File: src/rtl/serial_sub_pkg.sv
// Shared types and defaults for the bit-serial subtractor.
package serial_sub_pkg;

    typedef enum logic [1:0] {
        IDLE  = 2'd0,
        SHIFT = 2'd1,
        DONE  = 2'd2
    } sub_state_t;

    localparam int SUB_WIDTH_DEFAULT = 8;

endpackage

File: src/rtl/full_subtractor.sv
// One-bit full subtractor: computes a - b - bin and the outgoing borrow.
module full_subtractor (
    input  logic a,
    input  logic b,
    input  logic bin,
    output logic diff,
    output logic bout
);

    // Single-bit difference and borrow-out
    always_comb begin
        diff = a ^ b ^ bin;
        bout = (~a & b) | (~(a ^ b) & bin);
    end

endmodule

File: src/rtl/serial_subtractor.sv
// Bit-serial subtractor, LSB first, one bit per clock, valid/ready on both sides.
// Optional signed-overflow output enabled by defining SERIAL_SUB_SIGNED_OVF_EN.
module serial_subtractor
    import serial_sub_pkg::*;
#(
    parameter int WIDTH = SUB_WIDTH_DEFAULT
) (
    input  logic             clk,
    input  logic             rst_n,
    input  logic             in_valid,
    output logic             in_ready,
    input  logic [WIDTH-1:0] a,
    input  logic [WIDTH-1:0] b,
    output logic             out_valid,
    input  logic             out_ready,
    output logic [WIDTH-1:0] d,
    output logic             borrow
`ifdef SERIAL_SUB_SIGNED_OVF_EN
    ,
    output logic             ovf
`endif
);

    localparam int CNT_W = $clog2(WIDTH + 1);

    sub_state_t       r_state;
    sub_state_t       w_next_state;
    logic [WIDTH-1:0] r_a;
    logic [WIDTH-1:0] r_b;
    logic [WIDTH-1:0] r_res;
    logic             r_borrow;
    logic [CNT_W-1:0] r_cnt;
    logic             w_diff;
    logic             w_bout;
    logic             w_last;

`ifdef SERIAL_SUB_SIGNED_OVF_EN
    logic r_a_msb;
    logic r_b_msb;
    logic r_ovf;
    assign ovf = r_ovf;
`endif

    assign d      = r_res;
    assign borrow = r_borrow;
    assign w_last = (r_cnt == CNT_W'(WIDTH - 1));

    full_subtractor u_fs (
        .a    (r_a[0]),
        .b    (r_b[0]),
        .bin  (r_borrow),
        .diff (w_diff),
        .bout (w_bout)
    );

    // State register
    always_ff @(posedge clk or negedge rst_n) begin
        if (!rst_n) begin
            r_state <= IDLE;
        end else begin
            r_state <= w_next_state;
        end
    end

    // Next-state and handshake outputs
    always_comb begin
        w_next_state = r_state;
        in_ready     = 1'b0;
        out_valid    = 1'b0;
        case (r_state)
            IDLE: begin
                in_ready = 1'b1;
                if (in_valid) begin
                    w_next_state = SHIFT;
                end
            end
            SHIFT: begin
                if (w_last) begin
                    w_next_state = DONE;
                end
            end
            DONE: begin
                out_valid = 1'b1;
                if (out_ready) begin
                    w_next_state = IDLE;
                end
            end
            default: w_next_state = IDLE;
        endcase
    end

    // Operand capture, serial shift datapath, borrow flop and step counter
    always_ff @(posedge clk or negedge rst_n) begin
        if (!rst_n) begin
            r_a      <= '0;
            r_b      <= '0;
            r_res    <= '0;
            r_borrow <= 1'b0;
            r_cnt    <= '0;
`ifdef SERIAL_SUB_SIGNED_OVF_EN
            r_a_msb  <= 1'b0;
            r_b_msb  <= 1'b0;
            r_ovf    <= 1'b0;
`endif
        end else begin
            case (r_state)
                IDLE: begin
                    if (in_valid) begin
                        r_a      <= a;
                        r_b      <= b;
                        r_borrow <= 1'b0;
                        r_cnt    <= '0;
`ifdef SERIAL_SUB_SIGNED_OVF_EN
                        r_a_msb  <= a[WIDTH-1];
                        r_b_msb  <= b[WIDTH-1];
`endif
                    end
                end
                SHIFT: begin
                    r_a      <= {1'b0, r_a[WIDTH-1:1]};
                    r_b      <= {1'b0, r_b[WIDTH-1:1]};
                    r_res    <= {w_diff, r_res[WIDTH-1:1]};
                    r_borrow <= w_bout;
                    r_cnt    <= r_cnt + CNT_W'(1);
`ifdef SERIAL_SUB_SIGNED_OVF_EN
                    // Last step's diff bit is the result MSB
                    if (w_last) begin
                        r_ovf <= (r_a_msb ^ r_b_msb) & (r_a_msb ^ w_diff);
                    end
`endif
                end
                default: ;
            endcase
        end
    end

endmodule
File: config.mk
export PLATFORM = sky130hd
export DESIGN_NAME = serial_subtractor
export DESIGN_NICKNAME = d
export VERILOG_FILES = /design/src/rtl/serial_sub_pkg.sv /design/src/rtl/full_subtractor.sv /design/src/rtl/serial_subtractor.sv
export SDC_FILE = /design/constraint.sdc
export NUM_CORES = 1
export LEC_CHECK = 0
export CAP_MARGIN = 20
export CORE_ASPECT_RATIO = 0.8
export CORE_UTILIZATION = 55
export DETAILED_ROUTE_END_ITERATION = 10
export DONT_BUFFER_PORTS = 1
export PLACE_DENSITY = 0.73
export SLEW_MARGIN = 30
export SYNTH_ARGS = -nofsm -noshare
export SYNTH_HDL_FRONTEND = slang
export SYNTH_SLANG_ARGS = --single-unit
File: constraint.sdc
create_clock -name clk -period 1.1 [get_ports clk]
set_input_delay 0.165 -clock clk [delete_from_list [all_inputs] [get_ports clk]]
set_output_delay 0.165 -clock clk [all_outputs]
set_load 0.1 [all_outputs]
Yosys cells after proc, flatten, opt, wreduce, memory -nomap -nowiden:

Cells that the tools add are included.

* $add $sub $neg: 1
* eq/ne operators: 6
* multiplexer cells: 14
* bitwise gates (word level): 7
* reductions and logical operators: 4

Operators by type and width (count)
* case mux 8 bit (2 select lines): 2
* 2-to-1 mux 8 bit: 2
* case mux 4 bit (2 select lines): 1
* 2-to-1 mux 2 bit: 3
* inequality test 2 bit (second input constant): 3
* case mux 2 bit (3 select lines): 1
* adder 4 x 1 -> 4 bit (second input constant): 1
* == test 4 x 3 -> 1 bit (second input constant): 1
* 2-to-1 mux 4 bit: 1
* 2-to-1 mux 1 bit: 3
* AND reduction 3 bit: 1
* AND 1 bit: 2
* == test 2 x 1 -> 1 bit (second input constant): 1
* == test 2 bit (second input constant): 1
* zero test 2 bit: 1
* NOT 1 bit: 2
* case mux 1 bit (2 select lines): 1
* AND reduction 2 bit: 1
* nonzero test 2 bit: 1
* XOR 1 bit: 2
* bitwise OR 1 bit: 1

* register bits after elaboration: 31
* input bits: 20
* logic and storage cells: 38

Logic depth before layout (Yosys ltp):

Gate-level depths: netlist of run 1.

* depth in word-level cells: 5
* mapped depth: 4
* mapped depth without buffers: 4

By module:

From an unflattened synthesis of run 1, not the netlist that was laid out.

* cells, all modules: 139
* area total of the unflattened synthesis: 1365.1 µm²

Modules (own cells, without submodules)
* serial_subtractor: times used 1, cells an instance 135, area each 1333.8 µm²
* full_subtractor: times used 1, cells an instance 4, area each 31.3 µm²

Least setup slack after synthesis of run 1:

Ideal clock, no wire load.

* path kind: register to register
* start: register r_state[0]
* end: register r_b[7]
* arrival: 2.198 ns
* required time: 1.028 ns
* slack: -1.171 ns
* cell stages (with the launch flop): 4
* period minus slack after synthesis: 2.271 ns
* cell sequence: dfrtp_1 buf_6 nor2_1 a32o_1

* cells in the longest elaborated chain, start to end: 3
* elaborated cells between the ends (all ways): 6

Ends and longest elaborated chain
* from (decl): RTL line serial_subtractor.sv:26 `sub_state_t r_state;`
* from (signal assigned): RTL line serial_subtractor.sv:61 `r_state <= w_next_state;`
* == test 2 x 1 -> 1 bit / zero test 2 bit (equally long branches): RTL line serial_subtractor.sv:106 `case (r_state)`
* nonzero test 2 bit (no line) / inequality test 2 bit (equally long branches)
* AND reduction 2 bit (no line)
* to (signal assigned): RTL line serial_subtractor.sv:121 `r_b <= {1'b0, r_b[WIDTH-1:1]};`
* to (decl): RTL line serial_subtractor.sv:29 `logic [WIDTH-1:0] r_b;`

Several ways; a longest one is shown, not always the timed one.
A chain may end at the register's enable or synchronous reset.

Worst setup path in the final report of run 1:

* start: register r_state[0]
* end: output out_valid

* cells in the longest elaborated chain, start to end: 2

Ends and longest elaborated chain
* == test 2 bit: RTL line serial_subtractor.sv:70 `case (r_state)`
* 2-to-1 mux 1 bit: RTL line serial_subtractor.sv:70
* to (decl): RTL line serial_subtractor.sv:14 `output logic out_valid,`

No other way between the ends.

==> impl_metrics.toml, run 1 <==
[cts]
cts_made_buffers = 5
clock-sinks = 31
htreeDepth = 2
cts_root_buffer = "clkbuf_4"
clk_pin_slew_ns = 0.10
clockBufferDepth = 2
clock_latency_ns = 0.32
cts_tree = "built"

[final_layout]
post-route-util = 0.885
area_growth_syn_to_layout_pct = 44.9
drive_gt1_frac = 0.414
instances_no_fill = 208
nFillCells = 96
antennaDiodeCount = 0
fin_area_um2 = 2010
nets = 195

[power_and_ir_drop]
leakagePower_nw = 0.910
netSwitchingPower_mw = 3.06
peakVddDrop_mv = 2.01
cellPowerDensity_nw_per_um2 = 3290
finalPower_mw = 6.61
pwr-share-comb = 0.533
p_int_mw = 3.55
pwr-share-seq = 0.364
swShare = 0.463
clkPwrFrac = 0.104

[synthesis]
synth-main-ff-cell = "dfrtp_1"
yosys.area.top_type = "dfrtp_1"
syn_nets = 158
synthTopCellsByCount = "nand2_1 (39), dfrtp_1 (31), a22oi_1 (14)"
yosysWarnings = 0
ys_seq_elements = 31
synthTopCellsByArea = "dfrtp_1 (56%), nand2_1 (11%), a22oi_1 (7.6%), o21ai_0 (3.2%), o21ai_1 (3.2%)"
synth_area_um2 = 1390
synth.most_common_cell = "nand2_1"
async_flop_share = 1.00
synth.yosys.seq_area_share = 0.560
avgSynthCellArea_um2 = 10.2
yosysTopAreaCellShare = 0.560
synth_edf_count = 0
yosysUniqueCellTypes = 26
syn_inst = 136

[floorplan]
core_area_um2 = 2270
rows = 15
io_pins = 31
die-area_um2 = 2730
fp.dieH_um = 46.9
dieWidth_um = 58.1
initial_utilization = 0.610

[status]
violations = "negative setup slack"
outcome = "complete, but fails checks"

[sta]
finalCriticalPeriod_ns = 1.37
relSlewSlack = 0.787
slew_violations = 0
setup_tns_ns = -5.41
holdWs_ns = 0.0275
period_share = 1.24
timing.fmax_mhz = 732
finalSetupViolCount = 36
worst_pin_slew_ns = 0.320
finalHoldViolCount = 0
fin_skew_ns = 0.0144
layout_setup_ws_ns = -0.266
rsz0062_at_grt = "true"

[placed_design]
pre_cts_slack_ns = -0.131
numPortBuffers = 0
place_area_um2 = 1640
routabilityCongestion = 0.762
hpwlAfterDp_um = 2000
placed_cells = 180

[global_route]
grtUsageMet1 = 0.350
grt_pass1_wl_um = 5610
top_usage_layer = "met2"
grt_max_degree = 32
grt_pass1_vias = 1183
antenna_found_initial = 0
overflow = 0
met2_usage = 0.517
grt_usage = 0.288
gr-usage-met3 = 0.0661

[routing]
drt_pass1_iterations = 4
drc = 0
ant_nets = 0
route.detailed.wl_per_inst_um = 17.0
vias_per_cell = 5.71
vias = 1187
wl_um = 3540
drt-initial-drc-count = 58

[critical_path]
endpoint_kind = "output pin"
criticalPathCategory = "flop to output pin"
crit_required_ns = 0.94
critical_path.max_fanout = 3
arrival_ns = 1.20
cp-start-kind = "flop"

[hold_path]
hp-class = "input port to flop"

[run]
cap_viol_max_count = 0
cell usage in the layout, fill, tap and decap left out, drive strengths merged, types with 2 or more instances in the layout:
cell type,netlist,final
a22oi,14,14
dlygate4sd3,0,3
clkbuf,0,7
a22o,3,3
o21ai,18,18
dfrtp,31,31
nor2b,4,4
buf,9,36
inv,2,2
nand2b,3,3
nand2,39,39
critical path: stages, from the launching register on:
cell and delay (ns):
dfrtp_2 0.44, buf_6 0.13, nor2b_4 0.13, buf_12 0.18
power groups by stage:
stage	clock (mW)	combinational [mW]	sequential [mW]
finish	0.686	3.52	2.41
global route	0.744	3.73	2.46
CTS	0.693	3.28	2.39
detailed placement	0	2.71	2.41
global placement	0	2.59	2.38
floorplan	0	1.16	3.01
kinds of logic (layout without fill, tap and decap cells):
group | after synthesis | after routing | synth area share
compound gates | 40 | 40 | 0.190
buf+inv | 11 | 49 | 0.0532
fa+ha+maj | 2 | 2 | 0.0235
simple gates | 51 | 51 | 0.166
flops | 31 | 31 | 0.560
mux | 1 | 1 | 0.00722
flip-flops by register name, indices dropped and copies added, names as in the netlist:
name	flops
r_state	2
r_cnt	4
r_a	8
borrow	1
d	8
r_b	8
per-layer routing:
layer | share of wire | vias up
met2 | 0.52 | 54
met1 | 0.41 | 587
li1 | - | 542
met5 | 0 | -
met3 | 0.060 | 4
met4 | 0.012 | 0
layout make-up:
| class | count | area [um^2] | share of cell area |
|---|---|---|---|
| Multi-Input combinational cell | 94 | 614 | 0.306 |
| Clock inverter | 1 | 5.00 | 0.00249 |
| Timing Repair Buffer | 39 | 487 | 0.242 |
| Clock buffer | 7 | 55.1 | 0.0274 |
| Tap cell | 34 | 42.5 | 0.0212 |
| Sequential cell | 31 | 798 | 0.397 |
| Inverter | 2 | 7.51 | 0.00374 |
what timing repair did:
action,4_1_cts,5_1_grt
pin swaps,8,4
buffers inserted,12,4
cloned,0,0
hold buffers,3,1
resized for setup,29,14
endpoints found under the setup margin,37,42
hold endpoints to repair,32,1
worst paths after layout:
kind	start	end	slack, ns	cells past startpoint
max	r_state[0]	out_valid	-0.27	3
min	out_ready	r_state[1]	0.03	2
max reg2reg	r_state[0]	r_state[0]	-0.24	6
min reg2reg	r_a[5]	r_a[5]	0.50	2
max in group asynchronous	rst_n	d[5]	0.61	2
min in group asynchronous	rst_n	r_a[3]	0.29	2
No activity file was read; power rests on OpenSTA's default activity.
==> run 2, diff against run 1 <==
Settings changed: PLACE_DENSITY 0.73 to default, PLACE_DENSITY_LB_ADDON from default to 0.2.
==> run 2 against run 1 <==
Against the previous run: the run still ends with negative setup slack left; global-route usage up 5.1 points; clock skew down 0.0062 ns; register-to-register slack about the same.
==> impl_metrics.toml, run 2 (synthesis results as in run 1) <==
[global_route]
gr-usage-met3 = 0.0854
grt_pass1_wl_um = 6380
overflow = 0
grt_usage = 0.339
top_usage_layer = "met2"
grt_pass1_vias = 1226
antenna_found_initial = 0
grtUsageMet1 = 0.457
grt_max_degree = 32
met2_usage = 0.552

[power_and_ir_drop]
pwr-share-seq = 0.439
finalPower_mw = 6.85
peakVddDrop_mv = 2.49
clkPwrFrac = 0.093
netSwitchingPower_mw = 3.42
swShare = 0.500
cellPowerDensity_nw_per_um2 = 3220
p_int_mw = 3.43
pwr-share-comb = 0.468
leakagePower_nw = 0.975

[cts]
clk_pin_slew_ns = 0.10
cts_made_buffers = 5
htreeDepth = 2
clock-sinks = 31
clock_latency_ns = 0.33
cts_root_buffer = "clkbuf_4"
clockBufferDepth = 2
cts_tree = "built"

[run]
cap_viol_max_count = 0

[routing]
route.detailed.wl_per_inst_um = 21.3
drc = 0
drt-initial-drc-count = 100
wl_um = 4350
ant_nets = 0
vias = 1289
vias_per_cell = 6.32
drt_pass1_iterations = 4

[critical_path]
criticalPathCategory = "flop to output pin"
crit_required_ns = 0.94
cp-start-kind = "flop"
arrival_ns = 1.26
endpoint_kind = "output pin"
critical_path.max_fanout = 3

[sta]
timing.fmax_mhz = 702
finalCriticalPeriod_ns = 1.42
period_share = 1.29
rsz0062_at_grt = "true"
layout_setup_ws_ns = -0.324
worst_pin_slew_ns = 0.333
setup_tns_ns = -6.03
slew_violations = 0
finalHoldViolCount = 0
relSlewSlack = 0.778
finalSetupViolCount = 42
fin_skew_ns = 0.00821

[hold_path]
hp-class = "input port to flop"

[placed_design]
routabilityCongestion = 0.729
hpwlAfterDp_um = 1990
numPortBuffers = 0
placed_cells = 174

[final_layout]
final_cell_mix = "nand2_1 (20), dfrtp_1 (20), nand2_2 (14)"
multi_input_area_um2 = 769
post-route-util = 0.936
nFillCells = 68
nets = 191
antennaDiodeCount = 0
area_growth_syn_to_layout_pct = 53.2
drive_gt1_frac = 0.565
seq_area_um2 = 810
instances_no_fill = 204

[floorplan]
io_pins = 31
initial_utilization = 0.610
die-area_um2 = 2730
dieWidth_um = 58.1
fp.dieH_um = 46.9
core_area_um2 = 2270
rows = 15

[status]
violations = "negative setup slack"
outcome = "complete, but fails checks"
run 2: changes by cell type in the layout (fill, tap and decap cells not counted), sizes merged:
cell	before	now
buf	36	28
clkinv	1	3
clkbuf	7	6
dlygate4sd3	3	4
nor2b	4	5
o21bai	1	2
run 2: what timing repair did:
item,4_1_cts,5_1_grt
setup endpoints to repair,40,42
hold buffers,3,2
cloned,5,0
pin swaps,9,26
gates resized for setup,49,46
hold endpoints to repair,32,1
buffers inserted,11,4
run 2: final cells by class:
class                   count  area share
multi-input cells          96       0.362
repair buffers             33       0.208
clock buffers               5      0.0177
inverters                   2     0.00353
well taps                  34      0.0200
clock inverters             3     0.00707
flip-flops and latches     31       0.381
run 2: path summary, 6_finish.rpt:
kind	start	endpoint	slack, ns	cells past startpoint
min in group asynchronous	rst_n	r_a[7]	0.27	2
max in group asynchronous	rst_n	d[2]	0.63	2
worst min-delay path	a[0]	r_a[0]	0.02	2
worst min register to register	r_b[7]	r_b[7]	0.53	1
worst max-delay path	r_state[1]	in_ready	-0.32	3
worst max register to register	r_state[0]	r_b[6]	-0.25	6
run 2: through the flow:
stage / setup slack [ns] / hold slack, ns / instance area (um^2)
CTS: -0.314 / 0.000713 / 1940
global placement: -0.172 / -0.130 / 1530
global route: -0.358 / 0.0165 / 2120
floorplan: -0.319 / -0.131 / 1420
finish: -0.324 / 0.0153 / 2120
detailed placement: -0.244 / -0.130 / 1530
run 2: power groups by stage:
stage | combinational [mW] | sequential, mW | clock, mW
final | 3.21 | 3.00 | 0.638
after global routing | 3.37 | 3.03 | 0.690
after CTS | 2.69 | 2.88 | 0.635
after detailed placement | 1.91 | 2.81 | 0
after global placement | 1.84 | 2.77 | 0
after floorplan | 1.16 | 3.01 | 0
run 2: critical path, stage by stage, from the launching register on:
cell and delay (ns):
dfrtp_2 0.46, buf_6 0.15, nor2_4 0.14, buf_12 0.18
run 2: metal layers:
layer / up-vias / wire length [um] / part of all wire
met4: 0 / 66 / 0.015
met3: 11 / 455 / 0.10
met1: 641 / 1720 / 0.39
met5: - / 0 / 0
met2: 95 / 2110 / 0.49
li1: 542 / - / -
==> run 3, diff against run 2 <==
Settings changed: CAP_MARGIN 20 to 0, CORE_ASPECT_RATIO 0.8 to 0.6.
==> run 3 against run 2 <==
Against the previous run: the run still ends with negative setup slack left; count of clock-buffer cells in the layout is 1 higher; via count is 0.93% lower; global-route usage is 0.22 points higher; maximum frequency is 5.0% higher; clock power is 82% higher.
==> impl_metrics.toml, run 3 (synthesis results as in run 1) <==
[global_route]
grt_max_degree = 32
grt_pass1_wl_um = 6040
antenna_found_initial = 0
grt_usage = 0.341
overflow = 0
grt_pass1_vias = 1185

[final_layout]
nets = 184
drive_gt1_frac = 0.362
final_cell_mix = "nand2_1 (39), dfrtp_1 (21), o21ai_1 (16)"
seq_area_um2 = 808
nFillCells = 103
post-route-util = 0.847
layout_commonest_cell = "nand2_1"
antennaDiodeCount = 0
multi_input_area_um2 = 604
instances_no_fill = 193
area_growth_syn_to_layout_pct = 39.2

[critical_path]
rrSetupSlack_ns = -0.26
endpoint_kind = "output pin"
arrival_ns = 1.19
cp-start-kind = "flop"
reg2reg_from = "r_state[0]"
crit_required_ns = 0.94
reg2reg_depth = 6
criticalPathCategory = "flop to output pin"
path_buf_inv = 2
crit_start = "r_state[0]"
worst_r2r_endpoint = "r_a[2]"
path_delay_family = "flip-flops"
crit_path_cell_trace = "buf_6 -> nor2b_4 -> buf_12"
critical_path.max_fanout = 4
slowest_delay_ns = 0.45
crit_path_top_delay_cell = "dfrtp_2"

[hold_path]
worstHoldPathCells = 1
min_delay_worst_endpoint = "r_b[7]"
hp-class = "input port to flop"
hp-start = "in_valid"

[sta]
slew_violations = 0
finalSetupViolCount = 33
holdWs_ns = 0.0454
rsz0062_at_grt = "true"
finalCriticalPeriod_ns = 1.36
layout_setup_ws_ns = -0.256
finalHoldViolCount = 0
relSlewSlack = 0.786
fin_skew_ns = 0.00722
period_share = 1.23
timing.fmax_mhz = 737
worst_pin_slew_ns = 0.321

[cts]
clk_pin_slew_ns = 0.06
clockBufferDepth = 2
cts_made_buffers = 5
clock_latency_ns = 0.29
htreeDepth = 2
cts_root_buffer = "clkbuf_8"
clock-sinks = 31
cts_tree = "built"

[routing]
route.detailed.wl_per_inst_um = 22.1
dr_wl_met3_um = 397
ant_nets = 0
vias_per_cell = 6.62
drt-initial-drc-count = 122
wl_met1_um = 1560
drt_pass1_iterations = 4
drc = 0
top_layer_used = "met4"
wl_um = 4260
vias = 1277
wl_met2_um = 2100

[floorplan]
io_pins = 31
die-area_um2 = 2730
initial_utilization = 0.609
core_area_um2 = 2280
dieWidth_um = 66.8
fp.dieH_um = 40.9
rows = 13

[placed_design]
placed_cells = 171
numPortBuffers = 0
routabilityCongestion = 0.786
hpwlAfterDp_um = 2050

[power_and_ir_drop]
peakVddDrop_mv = 2.07
leakagePower_nw = 0.857
cellPowerDensity_nw_per_um2 = 3480

[status]
violations = "negative setup slack"
outcome = "complete, but fails checks"

[run]
cap_viol_max_count = 0
[run 3: what timing repair did]
| action | in CTS | in global routing |
|---|---|---|
| resized for setup | 36 | 9 |
| hold buffers | 2 | 0 |
| setup buffers | 8 | 2 |
| hold endpoints to repair | 31 | 0 |
| cloned | 2 | 0 |
| pin swaps | 7 | 2 |
| endpoints found under the setup margin | 20 | 32 |
[run 3: area by class of cell]
type | instances | share of cell area
clock buffer | 6 | 0.0428
clock inverter | 2 | 0.0182
inverter | 2 | 0.00389
multi-input combinational | 94 | 0.313
sequential | 31 | 0.419
tap | 30 | 0.0195
timing repair buffer | 28 | 0.184
[run 3: where the power goes]
group | total, mW | leakage (nW) | internal [mW] | switching [mW]
clock network | 1.16 | 0.0612 | 0.732 | 0.431
registers | 2.94 | 0.387 | 1.68 | 1.26
logic | 2.61 | 0.410 | 1.16 | 1.45
total | 6.71 | 0.857 | 3.57 | 3.14
[run 3: per-layer routing]
metal,up-vias,track usage
met5,-,0
met4,0,0.255
met3,26,0.100
met2,109,0.568
met1,619,0.394
li1,523,-
[run 3: stage by stage]
stage	area [um^2]	TNS, ns	setup WS, ns	power [mW]
final	1930	-5.35	-0.256	6.71
after global routing	1930	-6.47	-0.308	6.92
after CTS	1890	-2.37	-0.240	6.39
after detailed placement	1550	-0.391	-0.101	4.75
after global placement	1550	-0.144	-0.0850	4.63
after floorplan	1420	-1.08	-0.319	4.17
[run 3: worst max-delay path by stage]
stage / end / slack (ns) / depth (start not counted)
after floorplan: r_b[7] / -0.32 / 3
after global placement: d[7] / -0.08 / 2
after detailed placement: d[7] / -0.10 / 2
after CTS: out_valid / -0.24 / 3
after global routing: r_a[2] / -0.31 / 6
final: out_valid / -0.26 / 3
